[src/rtl/rf_wb_arbiter.sv]
// Write-back arbiter: merges ALU results (priority) with buffered load results
// onto the single register-file write port, and flags pending-write hazards.
module rf_wb_arbiter #(
  parameter int DATA_WIDTH = 32,
  parameter int ADDR_WIDTH = 5,
  parameter int FIFO_DEPTH = 4
) (
  input  logic                            clk,
  input  logic                            rst,
  input  logic                            alu_valid,
  input  logic [ADDR_WIDTH-1:0]           alu_waddr,
  input  logic [DATA_WIDTH-1:0]           alu_wdata,
  input  logic                            mem_valid,
  output logic                            mem_ready,
  input  logic [ADDR_WIDTH-1:0]           mem_waddr,
  input  logic [DATA_WIDTH-1:0]           mem_wdata,
  input  logic [ADDR_WIDTH-1:0]           raddr1,
  input  logic [ADDR_WIDTH-1:0]           raddr2,
  output logic                            hazard1,
  output logic                            hazard2,
  output logic                            wen,
  output logic [ADDR_WIDTH-1:0]           waddr,
  output logic [DATA_WIDTH-1:0]           wdata,
  output logic [$clog2(FIFO_DEPTH):0]     fifo_count
);

  localparam int PTR_W = $clog2(FIFO_DEPTH);
  localparam int CNT_W = PTR_W + 1;

  logic [ADDR_WIDTH-1:0] fifo_addr_q [FIFO_DEPTH];
  logic [ADDR_WIDTH-1:0] fifo_addr_d [FIFO_DEPTH];
  logic [DATA_WIDTH-1:0] fifo_data_q [FIFO_DEPTH];
  logic [DATA_WIDTH-1:0] fifo_data_d [FIFO_DEPTH];

  logic [PTR_W-1:0]      wr_ptr_q, wr_ptr_d;
  logic [PTR_W-1:0]      rd_ptr_q, rd_ptr_d;
  logic [CNT_W-1:0]      count_q, count_d;
  logic                  wen_q, wen_d;
  logic [ADDR_WIDTH-1:0] waddr_q, waddr_d;
  logic [DATA_WIDTH-1:0] wdata_q, wdata_d;

  logic                  push, pop;
  logic                  sel_valid;
  logic [ADDR_WIDTH-1:0] sel_addr;
  logic [DATA_WIDTH-1:0] sel_data;
  logic [FIFO_DEPTH-1:0] occ;
  logic [PTR_W-1:0]      off;
  logic                  hit1, hit2;

  // Ready depends only on registered occupancy, so a full FIFO never
  // accepts even when it pops in the same cycle.
  assign mem_ready = (count_q != CNT_W'(FIFO_DEPTH));
  // Loads to r0 complete the handshake but are dropped.
  assign push      = mem_valid && mem_ready && (mem_waddr != '0);
  assign pop       = !alu_valid && (count_q != '0);

  always_comb begin
    sel_valid = 1'b0;
    sel_addr  = '0;
    sel_data  = '0;
    if (alu_valid) begin
      sel_valid = 1'b1;
      sel_addr  = alu_waddr;
      sel_data  = alu_wdata;
    end else if (pop) begin
      sel_valid = 1'b1;
      sel_addr  = fifo_addr_q[rd_ptr_q];
      sel_data  = fifo_data_q[rd_ptr_q];
    end
  end

  always_comb begin
    fifo_addr_d = fifo_addr_q;
    fifo_data_d = fifo_data_q;
    wr_ptr_d    = wr_ptr_q;
    rd_ptr_d    = rd_ptr_q;
    count_d     = count_q;
    if (push) begin
      fifo_addr_d[wr_ptr_q] = mem_waddr;
      fifo_data_d[wr_ptr_q] = mem_wdata;
      wr_ptr_d              = wr_ptr_q + 1'b1;
    end
    if (pop) begin
      rd_ptr_d = rd_ptr_q + 1'b1;
    end
    case ({push, pop})
      2'b10:   count_d = count_q + 1'b1;
      2'b01:   count_d = count_q - 1'b1;
      default: count_d = count_q;
    endcase
  end

  // Output register holds address/data when idle; only wen drops.
  always_comb begin
    wen_d   = sel_valid && (sel_addr != '0);
    waddr_d = sel_valid ? sel_addr : waddr_q;
    wdata_d = sel_valid ? sel_data : wdata_q;
  end

  // An entry is occupied when its distance from the read pointer is below the count.
  always_comb begin
    occ  = '0;
    off  = '0;
    hit1 = 1'b0;
    hit2 = 1'b0;
    for (int i = 0; i < FIFO_DEPTH; i++) begin
      off    = PTR_W'(i) - rd_ptr_q;
      occ[i] = ({1'b0, off} < count_q);
      if (occ[i] && (fifo_addr_q[i] == raddr1)) hit1 = 1'b1;
      if (occ[i] && (fifo_addr_q[i] == raddr2)) hit2 = 1'b1;
    end
    if (wen_q && (waddr_q == raddr1)) hit1 = 1'b1;
    if (wen_q && (waddr_q == raddr2)) hit2 = 1'b1;
  end

  assign hazard1 = (raddr1 != '0) && hit1;
  assign hazard2 = (raddr2 != '0) && hit2;

  always_ff @(posedge clk) begin
    if (rst) begin
      wr_ptr_q <= '0;
      rd_ptr_q <= '0;
      count_q  <= '0;
      wen_q    <= 1'b0;
      waddr_q  <= '0;
      wdata_q  <= '0;
    end else begin
      wr_ptr_q <= wr_ptr_d;
      rd_ptr_q <= rd_ptr_d;
      count_q  <= count_d;
      wen_q    <= wen_d;
      waddr_q  <= waddr_d;
      wdata_q  <= wdata_d;
    end
  end

  // Buffer storage carries no reset; occupancy is tracked by the pointers.
  always_ff @(posedge clk) begin
    fifo_addr_q <= fifo_addr_d;
    fifo_data_q <= fifo_data_d;
  end

  assign wen        = wen_q;
  assign waddr      = waddr_q;
  assign wdata      = wdata_q;
  assign fifo_count = count_q;

endmodule

[config.mk]
export PLATFORM = sky130hd
export DESIGN_NAME = rf_wb_arbiter
export DESIGN_NICKNAME = d
export VERILOG_FILES = /design/src/rtl/rf_wb_arbiter.sv
export SDC_FILE = /design/constraint.sdc
export NUM_CORES = 1
export LEC_CHECK = 0
export CAP_MARGIN = 30
export CORE_MARGIN = 5
export CORE_UTILIZATION = 50
export CTS_CLUSTER_DIAMETER = 40
export DETAILED_ROUTE_END_ITERATION = 6
export DONT_BUFFER_PORTS = 1
export HOLD_SLACK_MARGIN = 0.08
export PLACE_DENSITY_LB_ADDON = 0.12
export SLEW_MARGIN = 20
export SYNTH_ARGS = -nofsm -noshare
export SYNTH_HDL_FRONTEND = slang
export SYNTH_SLANG_ARGS = --single-unit
[constraint.sdc]
create_clock -name clk -period 2.4 [get_ports clk]
set_input_delay 0 -clock clk [delete_from_list [all_inputs] [get_ports clk]]
set_output_delay 0 -clock clk [all_outputs]
set_load 0.03 [all_outputs]
==> results.cfg, run 1 <==
[sta]
slew_headroom_pct = 67.39
final.setup_skew_ns = 0.008393
setup_violations = 0
finalWorstPathRequiredPeriod_ns = 2.299
drv_slew = 0
fmax_mhz = 435.1
worst_pin_slew_ns = 0.4891
rsz0062_at_grt = true
timing.final.crit_share_pct = 95.77
finalHoldViolCount = 0
setup_slack_ns = 0.1015
hold_ws_ns = 0.1406

[final_layout]
stdcell_count = 876
multi_input_area_mm2 = 0.002739
n_antenna_cell = 0
drive_above_1_share_pct = 17.12
seq_area_mm2 = 0.005353
fillers = 1236
nets = 745
area_delta_synth_final_pct = 23.46

[logic_synthesis]
synth_fp_nets = 652
synth_top_area_share_pct = 54.18
synth_area_leader_cell = edfxtp_1
syn_inst = 554
synth_sequential_area_ratio_pct = 65.16
yosysWarnings = 0
synth_area_leaders = edfxtp_1 54%, dfxtp_1 11%, mux4_2 10%, mux2i_1 4.5%, nor2_1 3.8%
synth-seq-cells = 193
syn_area_mm2 = 0.008203
ys_types = 33
synth_area_per_cell_um2 = 14.81

[detailed_routing]
wl_met3_um = 994
viasPerCell = 5.546
postRouteAntennaNets = 0
vias = 4858
drtIter0Drc = 273
routed_wl_um = 17770
wl_per_cell_um = 20.29
met1_length_um = 7351
highest_layer = met4
drt_first_pass_iters = 6
drc = 0
dr_wl_met2_um = 9052

[die]
start_util_pct = 51.27
std_cell_rows = 46
io_pins = 132
coreArea_mm2 = 0.01600
die_area_mm2 = 0.01907
die_h_um = 138.1
die_w_um = 138.1

[global_routing]
grt_pass1_vias = 5032
grt_pass1_wl_um = 27920
grtUsageTotal_pct = 18.73
gr-total-overflow = 0
grt_max_degree = 69
antenna_found_initial = 0

[cts]
htreeDepth = 4
clk_latency_ns = 0.43
cts_root_buffer = clkbuf_16
cts.sinks = 193
cts.clk_slew.worst_paths_ns = 0.07
cts.path.max_buffers = 2
cts_tree = built
cts_buffers = 17

[hold_path]
holdPathEnd = wr_ptr_q[0]
hold_class = primary input to register
min_from = mem_waddr[4]
whs_path_depth = 5

[status]
status = finished clean

[placement]
gp_congestion = 0.8432
portBuffers = 0
dpl.hpwl_um = 11200
placed_cells = 755
place_ws_ns = 0.1994

[worst_setup_path]
start_kind = register
rrSetupSlack_ns = 0.10
crit_path_end_kind = register
r2r_start = fifo_count[2]
worst-path-max-fanout = 37
reg2reg_to = waddr[4]
crit_arrival_ns = 2.62
required_ns = 2.72
worstRegToRegCells = 7
worstSetupPathType = register to register

[power_and_ir_drop]
powerDensity_mw_per_mm2 = 1039
p_leak_nw = 3.592
vdd_drop_max_mv = 0.6009
power.total_mw = 10.53

[flow_run]
cap_violations = 0
==> cells in the mapped netlist <==
library cell / count
nor2_1: 83
and2_1: 4
a21oi_1: 44
nor3_1: 3
mux2i_1: 37
a22o_1: 1
nand3_1: 7
nand2b_1: 1
buf_1: 4
buf_2: 8
nand2_1: 4
xor2_1: 28
nor2b_1: 1
or3_1: 1
a21o_1: 1
dfxtp_1: 45
o21ai_0: 2
and3_1: 2
mux4_2: 37
buf_6: 3
o21a_1: 2
o21ai_1: 1
fa_1: 1
o211a_1: 1
xnor2_1: 28
a21boi_0: 1
or4_1: 5
clkbuf_1: 21
nor4_1: 10
edfxtp_1: 148
nand4_1: 2
ha_1: 9
inv_1: 9
==> cells by family after synthesis <==
logic type,count (synthesis),synth area share (%)
buffers and inverters,45,2.456
XOR/XNOR,56,5.979
adder cells (fa/ha/maj),10,1.617
AND/OR/NAND/NOR,123,6.650
flip-flops,193,65.16
multiplexers,74,14.67
AO/OA/AOI/OAI,53,3.462
==> area by class of cell <==
cell class                      instances  share of cell area [%]
Clock buffer                           21                   4.769
Clock inverter                         11                   1.235
Inverter                                9                  0.3336
Multi-Input combinational cell        316                   27.04
Sequential cell                       193                   52.85
Tap cell                              216                   2.669
Timing Repair Buffer                  110                   11.09
==> how the worst max path moves through the flow <==
stage / startpoint / to / cells past startpoint
floorplan: fifo_count[1] / fifo_count[2] / 10
global placement: mem_waddr[0] / fifo_count[2] / 9
detailed placement: mem_waddr[0] / fifo_count[2] / 9
CTS: rd_ptr_q[1] / hazard2 / 8
global route: fifo_count[1] / hazard1 / 9
finish: fifo_count[2] / waddr[4] / 7
==> critical path, cell delays in order, from the launching register on <==
cell,delay (ns)
dfxtp_2,0.42
nor3_2,0.27
buf_6,0.44
mux2i_1,0.25
nor2_1,0.06
a21oi_1,0.12
dlygate4sd3_1,0.57
nor2_1,0.04
==> per-layer routing <==
metal | up-vias | GRT usage, %
met1 | 2434 | 22.99
li1 | 2241 | -
met5 | - | 0
met4 | 0 | 6.812
met2 | 155 | 31.45
met3 | 28 | 5.793
==> power by group <==
part           total (mW)  internal, mW  switching, mW
clock network        2.86          1.67           1.19
registers            4.50          4.03          0.472
logic                3.16          1.55           1.62
total                10.5          7.24           3.28
==> what timing repair did <==
item	CTS	global route
hold buffers	87	0
gates resized for setup	6	9
hold endpoints to repair	193	0
pin swaps	2	5
setup buffers	2	0
setup endpoints to repair	2	6
==> through the flow <==
step,TNS (ns),utilization (%),cell area [µm²]
2_1_floorplan,0,-,8222
3_3_place_gp,0,53.31,8529
3_5_place_dp,0,53.31,8529
4_1_cts,0,63.00,10080
5_1_grt,-0.02763,63.29,10130
6_report,0,63.29,10130
==> cells in the final DEF (no fill, tap or decap), drive strengths merged, types with 3 or more instances in the layout <==
cell / synthesis / routed
edfxtp: 148 / 148
dlygate4sd3: 0 / 85
nor2: 83 / 83
dfxtp: 45 / 45
a21oi: 44 / 44
mux4: 37 / 37
mux2i: 37 / 37
xor2: 28 / 28
xnor2: 28 / 28
buf: 15 / 25
clkbuf: 21 / 21
inv: 9 / 12
nor4: 10 / 10
ha: 9 / 9
nand3: 7 / 7
or4: 5 / 5
clkinv: 0 / 5
and2: 4 / 4
nand2: 4 / 4
nor3: 3 / 3
o21ai: 3 / 3
==> sequential cells by signal, summed over array words and instances, names as in the netlist <==
signal and cells:
waddr 5, fifo_data_q 128, fifo_count 3, rd_ptr_q 2, fifo_addr_q 20, wdata 32
wen 1, wr_ptr_q 2
Power figures use the tool's default switching activity.
==> inputs of run 2 (changes only) <==
Settings changed: PLACE_DENSITY_LB_ADDON 0.12 to not set.
==> results.cfg, run 2 (synthesis gave the netlist of run 1 again) <==
[status]
status = finished clean

[detailed_routing]
drt_first_pass_iters = 5
wl_per_cell_um = 20.51
routed_wl_um = 17830
viasPerCell = 5.453
drtIter0Drc = 253
postRouteAntennaNets = 0
drc = 0
vias = 4739

[cts]
cts_tree = built
cts.sinks = 193
cts.path.max_buffers = 2
cts_root_buffer = clkbuf_16
htreeDepth = 4
cts_buffers = 17
cts.clk_slew.worst_paths_ns = 0.07
clk_latency_ns = 0.43

[die]
die_w_um = 138.1
std_cell_rows = 46
die_h_um = 138.1
start_util_pct = 51.27
coreArea_mm2 = 0.01600
die_area_mm2 = 0.01907
io_pins = 132

[worst_setup_path]
worstSetupPathType = register to primary output
crit_chain = xnor2_2 -> ha_1 -> nor2b_1 -> a22o_2 -> nor4_4 -> nor4_2 -> a21oi_2 -> buf_4
reg2reg_to = wr_ptr_q[1]
endpoint = hazard1
crit_start = rd_ptr_q[1]
required_ns = 2.40
r2r_start = fifo_count[0]
crit_path_end_kind = primary output
worst-path-max-fanout = 4
start_kind = register
rrSetupSlack_ns = 0.10
slowest_delay_ns = 0.35
crit_arrival_ns = 2.30
worstRegToRegCells = 8
crit_slowest_cell = dfxtp_2

[power_and_ir_drop]
powerDensity_mw_per_mm2 = 1043
vdd_drop_max_mv = 0.6829
p_leak_nw = 3.552
power.total_mw = 10.46

[placement]
dpl.hpwl_um = 11290
place_ws_ns = 0.1715
portBuffers = 0
gp_congestion = 0.9008

[sta]
slew_headroom_pct = 54.93
worst_pin_slew_ns = 0.6761
setup_violations = 0
timing.final.crit_share_pct = 95.77
finalHoldViolCount = 0
final.setup_skew_ns = 0.01145
finalWorstPathRequiredPeriod_ns = 2.299
drv_slew = 0
fmax_mhz = 435.0
setup_slack_ns = 0.1014

[final_layout]
largest-register = fifo_data_q
largest_reg_flops = 128
drive_above_1_share_pct = 17.46
n_antenna_cell = 0
area_delta_synth_final_pct = 22.32
final_cell_mix = 148 x edfxtp_1, 83 x nor2_1, 80 x dlygate4sd3_1, 42 x a21oi_1, 41 x dfxtp_1
nets = 738
mostFrequentLayoutCell = edfxtp_1
final_util_pct = 62.71

[global_routing]
grt_pass1_wl_um = 28600
gr-total-overflow = 0
grt_pass1_vias = 5068
grt_max_degree = 77
antenna_found_initial = 0
grtUsageTotal_pct = 19.07

[flow_run]
cap_violations = 0

[hold_path]
hold_class = primary input to register
==> run 2: cell types whose count changed in the layout (fill, tap and decap cells not counted), moves of 2 or more <==
| cell | change |
|---|---|
| buf_12 | -2 |
| dlygate4sd3_1 | -5 |
| clkbuf_1 | -2 |
| clkinv_4 | +2 |
| buf_4 | +4 |
| clkbuf_16 | -2 |
| buf_6 | -4 |
==> run 2: how the worst min path moves through the flow <==
| stage | startpoint | endpoint | slack (ns) | cells after the start |
|---|---|---|---|---|
| global route | mem_waddr[4] | wr_ptr_q[0] | 0.22 | 5 |
| finish | mem_waddr[4] | wr_ptr_q[0] | 0.17 | 5 |
| CTS | mem_waddr[4] | wr_ptr_q[0] | 0.18 | 5 |
| floorplan | mem_waddr[0] | fifo_addr_q[0] | 0.1 | 0 |
| global placement | rst | fifo_count[2] | 0.07 | 1 |
| detailed placement | rst | fifo_count[2] | 0.08 | 1 |
==> run 2: metrics by stage <==
stage / area, µm² / hold WS, ns / cells / TNS, ns
after floorplan: 8222 / 0.09887 / 554 / 0
after global placement: 8497 / 0.07443 / 754 / 0
after detailed placement: 8497 / 0.07697 / 754 / 0
after CTS: 9975 / 0.1824 / 869 / 0
after global routing: 10030 / 0.2230 / 869 / -0.008882
final: 10030 / 0.1736 / 869 / 0
==> run 2: worst max-delay path, delay by kind of cell (launching register included) <==
kind                       cells  cell delay, ns
and+or+nand+nor                3            0.52
AOI/OAI and AO/OA              2            0.39
xor gates and xnor gates       1            0.19
DFF                            1            0.35
adders and majority gates      1            0.25
buffers and inverters          1            0.16
==> run 2: report_power, final <==
group / internal, mW / switching [mW] / leakage [nW]
registers: 4.03 / 0.485 / 1.73
logic: 1.48 / 1.59 / 1.52
clock network: 1.65 / 1.22 / 0.296
total: 7.17 / 3.30 / 3.55
==> run 2: cell type report <==
cell class / instances / area, µm²
timing repair buffer: 103 / 1018
fill: 1229 / 5967
clock buffer: 17 / 425.4
inverter: 9 / 33.78
multi-input combinational: 316 / 2749
clock inverter: 15 / 183.9
tap: 216 / 270.3
sequential: 193 / 5353
==> run 2: per-layer routing <==
metal | global-route usage [%] | up-vias | wire, µm
met2 | 32.58 | 136 | 9223
met3 | 5.448 | 12 | 1132
met4 | 5.304 | 0 | 179
met1 | 23.94 | 2359 | 7291
met5 | 0 | - | 0
li1 | - | 2232 | -
==> run 2: timing repair <==
action / in CTS / in global routing
cloned: 0 / 0
gates resized for setup: 3 / 10
setup endpoints to repair: 2 / 2
hold buffers: 82 / 0
pin swaps: 0 / 3
endpoints found under the hold margin: 193 / 0
setup buffers: 1 / 0
==> inputs of run 3 (changes only) <==
Settings changed: PLACE_DENSITY set to 0.69.
==> results.cfg, run 3 (synthesis gave the netlist of run 1 again) <==
[worst_setup_path]
required_ns = 2.40
worst-path-max-fanout = 4
rrSetupSlack_ns = 0.18
start_kind = register
worstSetupPathType = register to primary output
crit_path_end_kind = primary output
crit_arrival_ns = 2.29

[die]
std_cell_rows = 46
die_area_mm2 = 0.01907
coreArea_mm2 = 0.01600
io_pins = 132
start_util_pct = 51.27
die_w_um = 138.1
die_h_um = 138.1

[global_routing]
grt_max_degree = 77
grt_pass1_vias = 5031
grtUsageTotal_pct = 18.00
antenna_found_initial = 1
grt_pass1_wl_um = 27120
gr-total-overflow = 0

[final_layout]
area_delta_synth_final_pct = 21.40
final_util_pct = 62.24
mostFrequentLayoutCell = edfxtp_1
drive_above_1_share_pct = 15.34
fillers = 1182
largest_reg_flops = 128
largest-register = fifo_data_q
final_cell_mix = 148 x edfxtp_1, 83 x nor2_1, 79 x dlygate4sd3_1, 42 x a21oi_1, 41 x dfxtp_1
nets = 737

[cts]
cts_buffers = 17
cts.path.max_buffers = 2
cts.clk_slew.worst_paths_ns = 0.06
cts_tree = built
cts.sinks = 193
cts_root_buffer = clkbuf_16
clk_latency_ns = 0.41
htreeDepth = 4

[detailed_routing]
vias = 4780
drt_first_pass_iters = 4
viasPerCell = 5.494
routed_wl_um = 17460
drc = 0
wl_per_cell_um = 20.07
postRouteAntennaNets = 0
drtIter0Drc = 244

[power_and_ir_drop]
powerDensity_mw_per_mm2 = 1029
p_leak_nw = 3.512
power.total_mw = 10.25
vdd_drop_max_mv = 0.6653

[hold_path]
hold_class = primary input to register

[sta]
slew_headroom_pct = 53.24
drv_slew = 0
finalWorstPathRequiredPeriod_ns = 2.293
setup_violations = 0
timing.final.crit_share_pct = 95.54
finalHoldViolCount = 0
final.setup_skew_ns = 0.009204
worst_pin_slew_ns = 0.7014
setup_slack_ns = 0.1071
fmax_mhz = 436.1

[placement]
portBuffers = 0
dpl.hpwl_um = 11090
place_ws_ns = 0.1259
gp_congestion = 0.8750

[flow_run]
cap_violations = 0

[status]
status = finished clean
run 3: changes by cell type in the layout (fill, tap and decap cells not counted), sizes merged:
cell         change
inv              -4
bufinv           -1
clkinv           -1
clkbuf           +6
diode            +2
dlygate4sd3      -1
run 3: per-layer routing:
| layer | part of all wire, % | routed length [µm] | vias up | GRT usage [%] |
|---|---|---|---|---|
| met5 | 0 | 0 | - | 0 |
| met4 | 1.2 | 215 | 0 | 4.992 |
| met3 | 4.7 | 825 | 14 | 5.069 |
| met2 | 52 | 9131 | 118 | 31.12 |
| met1 | 42 | 7291 | 2420 | 22.30 |
| li1 | - | - | 2228 | - |
run 3: per-stage QoR:
stage	hold WS, ns	setup TNS, ns	instance area [µm²]	instances
after floorplan	0.09887	0	8222	554
after global placement	0.07211	0	8524	753
after detailed placement	0.07881	0	8524	753
after CTS	0.1905	0	9938	868
after global routing	0.2120	-0.02584	9956	869
final	0.1950	0	9958	870
run 3: layout make-up:
type	instances	area (µm²)	share of cell area, %
multi-input cells	316	2693	27.04
flip-flops and latches	193	5353	53.75
clock inverters	9	110.1	1.106
clock buffers	23	447.9	4.498
diodes	2	5.005	0.05026
repair buffers	102	1046	10.50
well taps	216	270.3	2.714
inverters	9	33.78	0.3392
run 3: report_power, final:
| part | internal [mW] | switching (mW) | total, mW |
|---|---|---|---|
| Sequential | 4.03 | 0.482 | 4.51 |
| Clock | 1.54 | 1.13 | 2.67 |
| Combinational | 1.49 | 1.57 | 3.07 |
run 3: repair_timing:
item,in CTS,in global routing
pin swaps,0,1
hold endpoints to repair,193,0
buffers inserted,2,0
hold buffers,81,0
resized for setup,2,3
gates cloned,0,0
setup endpoints to repair,2,2
run 3: worst paths after layout:
check | startpoint | end | cells after the start
setup / recovery | rd_ptr_q[1] | hazard1 | 8
hold / removal | mem_waddr[4] | wr_ptr_q[0] | 5
setup reg to reg | fifo_count[2] | fifo_count[2] | 9
hold reg to reg | wr_ptr_q[1] | wr_ptr_q[1] | 2
run 3: worst max-delay path: stages (launching register included):
cell	delay, ns
dfxtp_2	0.35
xnor2_2	0.18
ha_1	0.25
nor2b_1	0.14
a22o_1	0.23
nor4_1	0.31
nor4_1	0.13
a21oi_2	0.14
buf_4	0.16
